--- config.mk ---
export PLATFORM = sky130hd
export DESIGN_NAME = cipher_round_sequencer
export DESIGN_NICKNAME = d
export VERILOG_FILES = /design/src/rtl/cipher_pkg.sv /design/src/rtl/cipher_stage_timer.sv /design/src/rtl/cipher_round_sequencer.sv
export SDC_FILE = /design/constraint.sdc
export NUM_CORES = 1
export LEC_CHECK = 0
export ABC_AREA = 0
export ABC_CLOCK_PERIOD_IN_PS = 4000
export CORE_AREA = 8 8 199 201
export DETAILED_ROUTE_END_ITERATION = 6
export DIE_AREA = 0 0 207 209
export GPL_TIMING_DRIVEN = 0
export HOLD_SLACK_MARGIN = 0.08
export SLEW_MARGIN = 20
export SYNTH_ARGS = -nofsm -noshare
export SYNTH_HDL_FRONTEND = slang
export SYNTH_HIERARCHICAL = 1
export SYNTH_SLANG_ARGS = --single-unit
--- constraint.sdc ---
create_clock -name clk -period 4 [get_ports clk]
set_input_delay 0.8 -clock clk [delete_from_list [all_inputs] [get_ports clk]]
set_output_delay 0.8 -clock clk [all_outputs]
set_load 0.01 [all_outputs]
--- src/rtl/cipher_pkg.sv ---
// Shared definitions for the cipher round sequencer.
//   seq_state_t    - control FSM state encoding (also visible on the debug port)
//   BLOCK_W        - width of a cipher block
//   RND_IDX_W      - width of the round index bus
//   TIMER_W        - width of the permutation status-wait timer
//   DEF_NUM_ROUNDS - default round passes per block
//   DEF_TIMEOUT    - default status-wait limit in cycles
package cipher_pkg;

  localparam int BLOCK_W        = 64;
  localparam int RND_IDX_W      = 4;
  localparam int TIMER_W        = 8;
  localparam int DEF_NUM_ROUNDS = 16;
  localparam int DEF_TIMEOUT    = 15;

  typedef enum logic [2:0] {
    S_IDLE,
    S_IP_START,
    S_IP_WAIT,
    S_ROUND,
    S_FP_START,
    S_FP_WAIT,
    S_DONE,
    S_ERROR
  } seq_state_t;

endpackage

--- src/rtl/cipher_stage_timer.sv ---
// Status-wait timer for the permutation WAIT states.
// Ports:
//   clk, rst  - clock, synchronous active-high reset
//   clear     - zero the count (issued in the START state ahead of a wait)
//   en        - one status-low wait cycle elapsed; count it
//   expired   - this counted cycle brings the count to TIMEOUT
module cipher_stage_timer
  import cipher_pkg::*;
#(
  parameter int TIMEOUT = DEF_TIMEOUT
) (
  input  logic clk,
  input  logic rst,
  input  logic clear,
  input  logic en,
  output logic expired
);

  logic [TIMER_W-1:0] count;

  always_ff @(posedge clk) begin
    if (rst || clear) begin
      count <= '0;
    end else if (en) begin
      count <= count + TIMER_W'(1);
    end
  end

  // Flagged one cycle early so the FSM leaves the wait on the edge where
  // the count would reach TIMEOUT.
  assign expired = en && (count == TIMER_W'(TIMEOUT - 1));

endmodule

--- src/rtl/cipher_round_sequencer.sv ---
// Top-level control FSM of the encrypter. Accepts one 64-bit block, runs it
// through the initial permutation, NUM_ROUNDS round-function passes and the
// final permutation, then presents the result.
// Optional feature macro: CIPHER_DECRYPT_EN (adds in_decrypt; descending rounds).
// Ports:
//   clk, rst                      - clock, synchronous active-high reset
//   in_valid/in_ready/in_data     - block input handshake
//   in_decrypt                    - decrypt mode, latched at accept (CIPHER_DECRYPT_EN only)
//   ip_set/ip_data/ip_status/ip_result - initial permutation interface
//   rnd_idx/rnd_data/rnd_result   - round function interface (combinational result)
//   fp_set/fp_data/fp_status/fp_result - final permutation interface
//   out_valid/out_ready/out_data/out_err - result handshake; out_data is 0 on error
//   state_dbg                     - current FSM state
// Handshakes: a transfer happens on a rising edge where valid and ready are
// both high. Once raised, out_valid and out_data hold until out_ready is seen.
module cipher_round_sequencer
  import cipher_pkg::*;
#(
  parameter int NUM_ROUNDS = DEF_NUM_ROUNDS,
  parameter int TIMEOUT    = DEF_TIMEOUT
) (
  input  logic                 clk,
  input  logic                 rst,
  input  logic                 in_valid,
  output logic                 in_ready,
  input  logic [0:BLOCK_W-1]   in_data,
`ifdef CIPHER_DECRYPT_EN
  input  logic                 in_decrypt,
`endif
  output logic                 ip_set,
  output logic [0:BLOCK_W-1]   ip_data,
  input  logic                 ip_status,
  input  logic [0:BLOCK_W-1]   ip_result,
  output logic [RND_IDX_W-1:0] rnd_idx,
  output logic [0:BLOCK_W-1]   rnd_data,
  input  logic [0:BLOCK_W-1]   rnd_result,
  output logic                 fp_set,
  output logic [0:BLOCK_W-1]   fp_data,
  input  logic                 fp_status,
  input  logic [0:BLOCK_W-1]   fp_result,
  output logic                 out_valid,
  input  logic                 out_ready,
  output logic [0:BLOCK_W-1]   out_data,
  output logic                 out_err,
  output seq_state_t           state_dbg
);

  localparam logic [RND_IDX_W-1:0] LAST_UP = RND_IDX_W'(NUM_ROUNDS - 1);

  seq_state_t           state_q, state_d;
  logic [0:BLOCK_W-1]   work_q, work_d;
  logic [RND_IDX_W-1:0] idx_q, idx_d;
  logic                 dec_q;
  logic                 tmr_clear, tmr_en, tmr_expired;
  logic [RND_IDX_W-1:0] first_idx, last_idx;

`ifdef CIPHER_DECRYPT_EN
  logic dec_d;

  always_ff @(posedge clk) begin
    if (rst) dec_q <= 1'b0;
    else     dec_q <= dec_d;
  end
`else
  assign dec_q = 1'b0;
`endif

  // Decrypt walks the round keys backwards.
  assign first_idx = dec_q ? LAST_UP : '0;
  assign last_idx  = dec_q ? '0 : LAST_UP;

  cipher_stage_timer #(.TIMEOUT(TIMEOUT)) u_timer (
    .clk     (clk),
    .rst     (rst),
    .clear   (tmr_clear),
    .en      (tmr_en),
    .expired (tmr_expired)
  );

  always_ff @(posedge clk) begin
    if (rst) begin
      state_q <= S_IDLE;
      work_q  <= '0;
      idx_q   <= '0;
    end else begin
      state_q <= state_d;
      work_q  <= work_d;
      idx_q   <= idx_d;
    end
  end

  always_comb begin
    state_d   = state_q;
    work_d    = work_q;
    idx_d     = idx_q;
    tmr_clear = 1'b0;
    tmr_en    = 1'b0;
`ifdef CIPHER_DECRYPT_EN
    dec_d     = dec_q;
`endif
    case (state_q)
      S_IDLE: begin
        if (in_valid) begin
          work_d  = in_data;
`ifdef CIPHER_DECRYPT_EN
          dec_d   = in_decrypt;
`endif
          state_d = S_IP_START;
        end
      end
      S_IP_START: begin
        tmr_clear = 1'b1;
        state_d   = S_IP_WAIT;
      end
      S_IP_WAIT: begin
        // A status seen on the final allowed cycle still wins over the timeout.
        if (ip_status) begin
          work_d  = ip_result;
          idx_d   = first_idx;
          state_d = S_ROUND;
        end else begin
          tmr_en = 1'b1;
          if (tmr_expired) state_d = S_ERROR;
        end
      end
      S_ROUND: begin
        work_d = rnd_result;
        if (idx_q == last_idx) begin
          state_d = S_FP_START;
        end else begin
          idx_d = dec_q ? (idx_q - RND_IDX_W'(1)) : (idx_q + RND_IDX_W'(1));
        end
      end
      S_FP_START: begin
        tmr_clear = 1'b1;
        state_d   = S_FP_WAIT;
      end
      S_FP_WAIT: begin
        if (fp_status) begin
          work_d  = fp_result;
          state_d = S_DONE;
        end else begin
          tmr_en = 1'b1;
          if (tmr_expired) state_d = S_ERROR;
        end
      end
      S_DONE, S_ERROR: begin
        if (out_ready) state_d = S_IDLE;
      end
      default: state_d = S_IDLE;
    endcase
  end

  assign in_ready  = (state_q == S_IDLE);
  assign ip_set    = (state_q == S_IP_START);
  assign fp_set    = (state_q == S_FP_START);
  assign ip_data   = work_q;
  assign rnd_data  = work_q;
  assign fp_data   = work_q;
  assign rnd_idx   = idx_q;
  assign out_valid = (state_q == S_DONE) || (state_q == S_ERROR);
  assign out_err   = (state_q == S_ERROR);
  assign out_data  = (state_q == S_DONE) ? work_q : '0;
  assign state_dbg = state_q;

endmodule

After elaboration in Yosys (flattened, before gate mapping)
Cells that the tools add are included.
Word-level totals
  output and inout port bits: 268
  logic and storage cells: 51
  register bits after elaboration: 79
Cells by class
  mux-type cells: 19
  equal/unequal tests: 15
  add/subtract/negate cells: 2
  reduce and logical (&&, ||, !) cells: 11
Operators by type and width (count)
  $mux W64: 4
  $pmux W64 S4: 1
  $pmux W3 S7: 1
  $mux W3: 6
  $eq A3 B3 Y1 const B: 4
  $ne A2 B2 Y1 const B: 6
  $add A8 B1 Y8 const B: 1
  $eq A8 B4 Y1 const B: 1
  $mux W4: 2
  $pmux W4 S2: 1
  $eq A3 B2 Y1 const B: 2
  $reduce_and A3 Y1: 2
  $add A4 B1 Y4 const B: 1
  $eq A4 B4 Y1 const B: 1
  $reduce_and A4 Y1: 1
  $reduce_bool A4 Y1: 1
  $reduce_or A2 Y1: 2
  $eq A3 B1 Y1 const B: 1
  $logic_not A3 Y1: 1
  $mux W1: 3
  $logic_or A1 B1 Y1: 2
  $pmux W1 S2: 1
  $reduce_bool A2 Y1: 1
  $logic_and A1 B1 Y1: 1

Logic depth before layout (Yosys ltp)
  depth after elaboration: 6
  mapped depth: 11

Modules after synthesis
Netlist, hierarchy kept.
By module, submodules not included
  cipher_round_sequencer: area an instance 5831.8 um^2, instances 1, cells each 693, seq. area each 1421.4 um^2
  cipher_stage_timer: area an instance 380.4 um^2, instances 1, cells each 43, seq. area each 160.2 um^2

Worst setup path after synthesis
No wires, ideal clock.
  path type: register -> register
  start: reg state_q[0], in the netlist state_dbg[0]
  end: reg state_q[0], in the netlist state_dbg[0]
  path buffers: 4
  setup slack: 1.558 ns
  clock period less this slack: 2.442 ns
  stages on the path, launching flop included: 12
  data arrival time: 2.351 ns
  cells stage by stage: dfxtp_1 > buf_2 > and3b_1 > buf_2 > clkbuf_1 > a22o_1 > buf_4 > nand4b_1 > nor4_1 > nor2_1 > o32a_1 > a311oi_1
On the way
  word-level cells in the longest chain between the ends: 6
  elaborated cells on any way between the ends: 19
  those cells by class: 10 x eq/ne; 5 x mux; 4 x reduce/logical
RTL lines
  start: declaration: line cipher_round_sequencer.sv:50  | seq_state_t state_q, state_d;
  start signal: assignment: line cipher_round_sequencer.sv:86  | state_q <= state_d;
  $eq A3 B3 Y1 / $eq A3 B2 Y1 (equally long branches): line cipher_round_sequencer.sv:101  | case (state_q)
  $pmux W1 S2 *: line cipher_round_sequencer.sv:101
  net tmr_en: line cipher_round_sequencer.sv:54  | logic tmr_clear, tmr_en, tmr_expired;
  $logic_and A1 B1 Y1 *: line cipher_stage_timer.sv:31  | assign expired = en && (count == TIMER_W'(TIMEOUT - 1));
  net tmr_expired: line cipher_round_sequencer.sv:54
  $mux W3 *
  $mux W3 (on tied branches)
  $pmux W3 S7 *: line cipher_round_sequencer.sv:101
Mark *: on every way through the listed nets, which the timed path passes. The rest lies on a longest branch.
A chain may end at the register's enable or synchronous reset.

Worst setup path in the final report
  start: reg state_q[2], in the netlist state_dbg[2]
  end: out out_data[49] (netlist name)
On the way
  word-level cells in the longest chain between the ends: 2
RTL lines
  $eq A3 B3 Y1: line cipher_round_sequencer.sv:163  | assign out_data = (state_q == S_DONE) ? work_q : '0;
  $mux W64: line cipher_round_sequencer.sv:163
  end: declaration: line cipher_round_sequencer.sv:43  | output logic [0:BLOCK_W-1] out_data,
No other way between the ends.

==> impl_metrics.env <==
export IMPL_detail_route_iter0_violations=256
export IMPL_fin_crit_sh_pct=94.6
export IMPL_fin_area_sq_um=12500
export IMPL_syn_area_sq_um=6210
export IMPL_fin_nets=1542
export IMPL_r2r_slack_ns=0.76
export IMPL_hpwl_um=31700
export IMPL_cts_buffers_inserted=9
export IMPL_htree_levels=3
export IMPL_tightest_slew_ns=1.05
export IMPL_place_congestion=0.823
export IMPL_dp_cells=1734
export IMPL_critical_path_peak_fanout=10
export IMPL_timing_final_crit_period_ns=3.78
export IMPL_powerDensity_nw_per_um2=597
export IMPL_syn_nets=1001
export IMPL_worstSetupStartpointType="flip-flop"
export IMPL_grt_max_degree=15
export IMPL_antennaDiodeCount=0
export IMPL_crit_type="reg -> out"
export IMPL_port_buffers=529
export IMPL_place_ws_ns=0.283
export IMPL_final_antenna_net_count=0
export IMPL_ys_warn_count=6
export IMPL_irDropWorstVdd_v=0.000287
export IMPL_grt_pass1_vias=8111
export IMPL_die_area_sq_um=43300
export IMPL_wl_per_cell_um=21.5
export IMPL_start_util_pct=17.1
export IMPL_avgSynthCellArea_sq_um=8.44
export IMPL_rsz0062_at_grt="false"
export IMPL_clock_latency_ns=0.34
export IMPL_die_w_um=207
export IMPL_skew_ns=0.0118
export IMPL_antenna_found_initial=2
export IMPL_slew_headroom_pct=30.0
export IMPL_clock_sinks=79
export IMPL_clk_pin_slew_ns=0.07
export IMPL_drcViolationCount=0
export IMPL_setup_tns_ns=0
export IMPL_avgViaCountPerCell=4.32
export IMPL_cts_path_max_buffers=2
export IMPL_cts_root_buf="clkbuf_16"
export IMPL_hold_viol=0
export IMPL_area_growth_pct=101
export IMPL_design_core_area_sq_um=36300
export IMPL_cts_tree="yes"
export IMPL_final_util_pct=34.4
export IMPL_num_vias=7554
export IMPL_grt_pass1_wl_um=54600
export IMPL_cp_end_kind="output port"
export IMPL_fillers=3847
export IMPL_layout_common_cells="clkdlybuf4s50_1 (529), nor2_1 (143), buf_4 (131)"
export IMPL_grt_remaining_overflow=0
export IMPL_fmax_mhz=264
export IMPL_dieHeight_um=209
export IMPL_synth_distinct_cells=43
export IMPL_layout_drive_gt1_share_pct=19.0
export IMPL_maxCapViolations=0
export IMPL_worst_hold_slack_ns=0.508
export IMPL_syn_inst=736
export IMPL_placed_cell_area_sq_um=12100
export IMPL_min_path_type="reg -> reg"
export IMPL_layout_setup_ws_ns=0.216
export IMPL_power_leakage_nw=4.78
export IMPL_setup_violations=0
export IMPL_wl_um=37700
export IMPL_final_common_cell="clkdlybuf4s50_1"
export IMPL_outcome="finished clean"
export IMPL_power_mw=7.45
export IMPL_track_usage_pct=16.5
export IMPL_fin_cells=1750
export IMPL_drv_slew=0
export IMPL_ys_ff_latch=79
export IMPL_firstDrtPassIters=4
export IMPL_cp_data_arrival_time_ns=2.98
export IMPL_num_rows=70
export IMPL_crit_required_ns=3.20
export IMPL_io_pin_count=530
export IMPL_ys_seq_area_share_pct=25.5
[sequential cells by signal (all words and copies together), names as in the netlist]
signal / count
rnd_idx: 4
fp_data: 64
state_dbg: 3
u_timer/count: 8
[what timing repair did]
| item | CTS | global route |
|---|---|---|
| gates resized for setup | 1 | 0 |
| buffers inserted | 0 | 0 |
| hold buffers | 0 | 0 |
| endpoints found under the setup margin | 12 | 0 |
[critical path: stages, from the launching register on]
cell             delay (ns)
dfxtp_1                0.42
clkbuf_1               0.34
nand2_1                0.20
nor2_4                 0.30
buf_8                  0.19
clkbuf_1               0.40
and2_1                 0.20
clkdlybuf4s50_1        0.59
[worst paths after layout]
path / from / to / depth (start not counted)
worst max-delay path: state_dbg[2] / out_data[49] / 7
worst min-delay path: u_timer/count[7] / u_timer/count[7] / 2
worst max register to register: state_dbg[2] / state_dbg[0] / 11
worst min register to register: u_timer/count[7] / u_timer/count[7] / 2
[cell type report]
cell class                 instances  area, sq um  area share [%]
buffer                           191         1250            9.99
tap                              468          586            4.70
inverter                           4         15.0           0.120
clock buffer                      10          239            1.92
timing repair buffer             530         5310            42.6
multi-input combinational        462         3380            27.1
sequential                        79         1580            12.7
clock inverter                     6          116           0.933
[metal layers]
layer,up-vias,part of all wire [%],global-route usage [%]
li1,3570,-,-
met1,3578,41,18.7
met2,377,50,29.8
met3,29,7.5,5.24
met4,0,1.6,3.80
met5,-,0,0
[logic make-up after synthesis]
logic type | count (synthesis) | share of synthesized area, %
compound gates | 147 | 23.8
xor+xnor | 7 | 0.987
fa+ha+maj | 3 | 0.604
buf+inv | 195 | 20.3
flops | 79 | 25.5
mux | 65 | 10.5
simple gates | 240 | 18.4
[power breakdown]
part           internal [mW]  switching (mW)
clock network          0.633           0.394
logic                   2.75            2.20
registers               1.06           0.409
total                   4.44            3.01
[cell usage after synthesis (all sizes together)]
library cell,instances,area (sq um)
nand2,4,15.0
a21o,2,15.0
or2,3,18.8
nor2,145,547
o32a,1,10.0
a21boi,1,7.51
and3,2,12.5
inv,4,15.0
a32oi,1,8.76
xnor2,1,8.76
nand2b,2,12.5
a22o,1,8.76
a21oi,4,20.0
a221oi,64,561
clkbuf,28,105
or3,3,18.8
mux2i,65,651
and3b,1,8.76
nor4b,1,8.76
nor4,1,6.26
a2bb2oi,1,8.76
buf,163,1140
nand3,4,20.0
o31ai,1,7.51
and2,64,400
a221o,2,20.0
a211oi,65,788
nand4b,1,8.76
nor3,1,5.00
a311oi,1,8.76
ha,3,37.5
nor3b,2,15.0
nand4,5,37.5
dfxtp,79,1580
nor2b,1,6.26
o21ai,3,15.0
xor2,6,52.6
Power figures use the tool's default switching activity.
